==> src/rtl/pc_fetch_unit.sv <==
// pc_fetch_unit: MIPS IF stage - word PC, next-PC select, imem handshake, IF/ID register
// Ports:
//   clk, rst_n                 clock, async active-low reset
//   PC_OUT / PC_PLUS1          PC to the external incrementer and its +1 result
//   IMEM_REQ/ADDR/ACK/DATA     instruction-memory request and response
//   STALL                      hazard-unit hold of PC and IF/ID
//   BR_TAKEN/BR_TARGET         branch redirect from EX
//   JMP/JMP_TARGET             jump redirect from ID
//   IFID_INSTR/PC1/VALID       IF/ID pipeline register
module pc_fetch_unit #(
  parameter logic [29:0] RESET_VECTOR = 30'h0000_0000,
  parameter logic [31:0] NOP_INSTR = 32'h0000_0000
) (
  input  logic        clk,
  input  logic        rst_n,
  output logic [29:0] PC_OUT,
  input  logic [29:0] PC_PLUS1,
  output logic        IMEM_REQ,
  output logic [29:0] IMEM_ADDR,
  input  logic        IMEM_ACK,
  input  logic [31:0] IMEM_DATA,
  input  logic        STALL,
  input  logic        BR_TAKEN,
  input  logic [29:0] BR_TARGET,
  input  logic        JMP,
  input  logic [29:0] JMP_TARGET,
  output logic [31:0] IFID_INSTR,
  output logic [29:0] IFID_PC1,
  output logic        IFID_VALID
);
  typedef enum logic [1:0] {FETCH, HOLD, BUBBLE} state_t;
  state_t st, st_n;
  logic live;
  logic [29:0] pc, pc_n, hpc1, hpc1_n, ipc1_n;
  logic [31:0] hins, hins_n, iins_n;
  logic ival_n;
  // Branch is older than the jump in ID, so it wins the redirect.
  logic redir;
  logic [29:0] tgt;
  logic ack;
  assign redir = BR_TAKEN | JMP;
  assign tgt = BR_TAKEN ? BR_TARGET : JMP_TARGET;
  // live keeps the request low for the first cycle out of reset.
  assign IMEM_REQ = live & (st == FETCH);
  assign ack = IMEM_ACK & IMEM_REQ;
  assign PC_OUT = pc;
  assign IMEM_ADDR = pc;
  always_comb begin
    st_n = st;
    pc_n = pc;
    hins_n = hins;
    hpc1_n = hpc1;
    iins_n = IFID_INSTR;
    ipc1_n = IFID_PC1;
    ival_n = IFID_VALID;
    if (live)
      case (st)
        FETCH:
          if (ack) begin
            if (redir) begin
              pc_n = tgt;
              iins_n = NOP_INSTR;
              ipc1_n = '0;
              ival_n = 1'b0;
            end else if (STALL) begin
              hins_n = IMEM_DATA;
              hpc1_n = PC_PLUS1;
              st_n = HOLD;
            end else begin
              iins_n = IMEM_DATA;
              ipc1_n = PC_PLUS1;
              ival_n = 1'b1;
              pc_n = PC_PLUS1;
            end
          end else if (redir) begin
            pc_n = tgt;
            ival_n = 1'b0;
            st_n = BUBBLE;
          end else if (!STALL) begin
            ival_n = 1'b0;
            iins_n = NOP_INSTR;
          end
        HOLD:
          if (redir) begin
            pc_n = tgt;
            hins_n = '0;
            hpc1_n = '0;
            iins_n = NOP_INSTR;
            ipc1_n = '0;
            ival_n = 1'b0;
            st_n = FETCH;
          end else if (!STALL) begin
            iins_n = hins;
            ipc1_n = hpc1;
            ival_n = 1'b1;
            pc_n = PC_PLUS1;
            st_n = FETCH;
          end
        default: begin
          pc_n = redir ? tgt : pc;
          st_n = redir ? BUBBLE : FETCH;
        end
      endcase
  end
  always_ff @(posedge clk or negedge rst_n)
    if (!rst_n) begin
      st <= FETCH;
      live <= 1'b0;
      pc <= RESET_VECTOR;
      hins <= '0;
      hpc1 <= '0;
      IFID_INSTR <= NOP_INSTR;
      IFID_PC1 <= '0;
      IFID_VALID <= 1'b0;
    end else begin
      st <= st_n;
      live <= 1'b1;
      pc <= pc_n;
      hins <= hins_n;
      hpc1 <= hpc1_n;
      IFID_INSTR <= iins_n;
      IFID_PC1 <= ipc1_n;
      IFID_VALID <= ival_n;
    end
endmodule

==> config.mk <==
export PLATFORM = sky130hd
export DESIGN_NAME = pc_fetch_unit
export DESIGN_NICKNAME = d
export VERILOG_FILES = /design/src/rtl/pc_fetch_unit.sv
export SDC_FILE = /design/constraint.sdc
export NUM_CORES = 1
export LEC_CHECK = 0
export ABC_AREA = 1
export CAP_MARGIN = 20
export CORE_MARGIN = 5
export CORE_UTILIZATION = 44
export CTS_CLUSTER_DIAMETER = 60
export DETAILED_ROUTE_END_ITERATION = 10
export PLACE_DENSITY_LB_ADDON = 0.25
export SKIP_LAST_GASP = 1
export SLEW_MARGIN = 20
export SYNTH_ARGS = -nofsm -noshare
export SYNTH_HDL_FRONTEND = slang
export SYNTH_SLANG_ARGS = --single-unit
==> constraint.sdc <==
create_clock -name clk -period 3.1 [get_ports clk]
set_input_delay 0.93 -clock clk [delete_from_list [all_inputs] [get_ports clk]]
set_output_delay 0.93 -clock clk [all_outputs]
set_load 0.005 [all_outputs]
==> results of run 1 <==
-- power groups by stage --
stage                     Clock (mW)  Sequential [mW]  Combinational, mW
after floorplan                    0             3.24               1.74
after detailed placement           0             3.34               3.25
final                           2.03             3.33               3.23
after global placement             0             3.33               3.18
after CTS                       2.08             3.32               3.26
after global routing            2.16             3.42               3.60
-- layer usage --
| metal | GRT usage, % | wire [um] | part of all wire (%) | vias up |
|---|---|---|---|---|
| li1 | - | - | - | 4369 |
| met1 | 33.8 | 12200 | 44 | 4243 |
| met2 | 38.6 | 13300 | 48 | 348 |
| met3 | 5.12 | 1890 | 6.8 | 34 |
| met4 | 7.84 | 476 | 1.7 | 0 |
| met5 | 0 | 0 | 0 | - |
-- state kept, by name (all words and copies together) (netlist names) --
name,flops
st,2
IFID_VALID,1
hins,32
live,1
hpc1,30
IFID_INSTR,32
IMEM_ADDR,30
IFID_PC1,30
-- cell families (layout without fill, tap and decap cells) --
group,count (synthesis),in the layout,share of synthesized area [%]
flip-flops,158,158,45.2
AO/OA/AOI/OAI,79,79,4.87
buffers and inverters,130,326,7.44
AND/OR/NAND/NOR,890,890,42.4
other,1,1,0.0429
-- metrics by stage --
step / hold WS, ps / utilization [%] / area, um^2
2_1_floorplan: 449 / - / 8740
3_3_place_gp: 462 / 57.9 / 11300
3_5_place_dp: 465 / 57.9 / 11300
4_1_cts: 442 / 60.8 / 11900
5_1_grt: 458 / 60.8 / 11900
6_report: 437 / 60.8 / 11900
-- cell usage in the layout, fill, tap and decap left out, types with 2 or more instances in the layout --
cell type / instances
buf_12: 6
nand2_4: 2
nand2_1: 625
o21ai_0: 59
nor2_4: 3
clkinvlp_4: 4
a21oi_1: 2
nand2_2: 2
nand3_1: 218
inv_1: 9
clkinv_2: 2
o21ai_1: 10
clkdlybuf4s50_1: 250
nor2_1: 9
buf_4: 23
dfrtp_1: 158
nand4_1: 6
clkbuf_16: 17
clkinv_4: 2
or2_2: 22
o211ai_1: 6
inv_6: 5
inv_2: 5
-- layout make-up --
cell class	instances	share of cell area (%)
clock buffer	18	3.70
sequential	158	33.3
multi-input combinational	970	35.1
inverter	14	0.442
clock inverter	14	1.11
tap	265	2.79
timing repair buffer	280	23.6
-- how the worst max path moves through the flow --
stage | start | end | slack (ps) | cells past startpoint
after floorplan | STALL | hins[0] | 1110 | 9
after global placement | BR_TAKEN | IMEM_ADDR[29] | 280 | 10
after detailed placement | BR_TAKEN | IMEM_ADDR[29] | 260 | 10
after CTS | st[1] | IMEM_REQ | 340 | 4
after global routing | st[1] | IMEM_REQ | 300 | 4
final | st[1] | IMEM_REQ | 360 | 4
-- critical path, delay by kind of cell, from the launching register on --
family	cells	cell delay [ps]
flip-flops	1	460
AND/OR/NAND/NOR	2	230
buffers and inverters	2	700
==> metrics, run 1 <==
Die H=151 um; sequential power share=38.7%; Tot Pwr=8.59 mW; gpl congestion=0.833; CTS resizes=0; Yosys reg bits=158; final WL=27.8 mm; Post-Layout Cell Count=1719; distinct cell type count after synthesis=24; required time of the critical path=2170 ps; drt first pass iters=7; CTS buffer count=17; Synth-to-Final Area Change=35.9%; Slew Limit Fails=0; FF+latch area=3950 um^2; final setup margin=362 ps; Cells after Synth=1258; Synth area leaders=dfrtp_1 (45%), nand2_1 (27%), nand3_1 (12%); clock sink total=158; Ys Warns=0; I/O pin count=252; clock tree root driver cell=clkbuf_16; Critical R2R Capture=hins[29]; num rows=51; sequential element share of the synthesized area=45.2%; final hold vios=0; share of synthesized registers carrying an async set or reset=100%; total grt overflow=0; WP data arrival=1810 ps; CTS H-tree lvls=4; NetSw=3.06 mW; share of layout cells above drive strength 1=6.81%; placed cells=1687; clock transition at the registers of the reported paths=70 ps; Avg WL per Cell=16.2 um; full die area=22800 um^2; Worst Tran Pin Value=685 ps; setup violators final=0; flop-to-flop setup slack=660 ps; DR vias/cell=5.23; DRC=0; setup_tns=0 ps; Critical-path top delay cell=clkdlybuf4s50_1; fmax=365 MHz; Period minus WS final=2740 ps; DP Worst Slack=263 ps; P_leak=5.80 nW; cell taking the most area after synthesis=dfrtp_1; drt initial violations=718; Inserted Diodes=0; maximum number of pins on one net before global-route repair=65; top cells by count, synth=nand2_1 (627), nand3_1 (218), dfrtp_1 (158); post-CTS setup buffers=0; via count=8994; clock buffer depth=2; top-area cell type share of the netlist area=45.2%; # Max-Cap Violations=0; count leader, synth=nand2_1; Peak supply drop=0.417 mV; Fillers=1800; Post-Syn Nets=1386; Pint=5.54 mW; status=finished clean; CP endpoint kind=primary output; Critical Path, Cell by Cell=inv_2 > nand2_2 > nor2_1 > clkdlybuf4s50_1; worst reg2reg path depth=8; HPWL after DPL=18.8 mm; Clock Power Share=23.7%; Initial Utilization=44.8%; global-route wire length before repair=44.3 mm; initial antenna violation count=0; Die W=151 um; fin crit share=88.3%; IO Port Bufs=251; Core Area=19500 um^2; Post-synth EDFFs=0; CP startpoint kind=flop; Final nets=1569; Hold/Removal Path Class=in2async; relative slew slack=54.3%; top_reg_cell synth=dfrtp_1; antenna viol nets, final=0; vias in the first global route=8448; average cell area after synthesis=6.95 um^2; Worst Path Max Fanout=5; multi-input logic area=4170 um^2; Netlist Area Pre-Place=8740 um^2; hold_buf cts=0; CTS tree=yes; Clock Latency Late Sink=430 ps; pwr dens=723 nW/um^2; Reg-to-Reg Start=live; RSZ-0062 raised after global routing=false; max incr delay on CP=550 ps; Fin Clk Skew=14.1 ps; Tot GR Track Use=24.5%; switching share of power=35.6%; Logic pwr share=37.6%; kind of critical path=reg2out
Note: power is estimated with default switching activity, not from simulation.
==> run 2, diff against run 1 <==
ABC_CLOCK_PERIOD_IN_PS = 3100   (was unset)
==> results of run 2 <==
Final layout, timing and power as in run 1 (identical DEF).
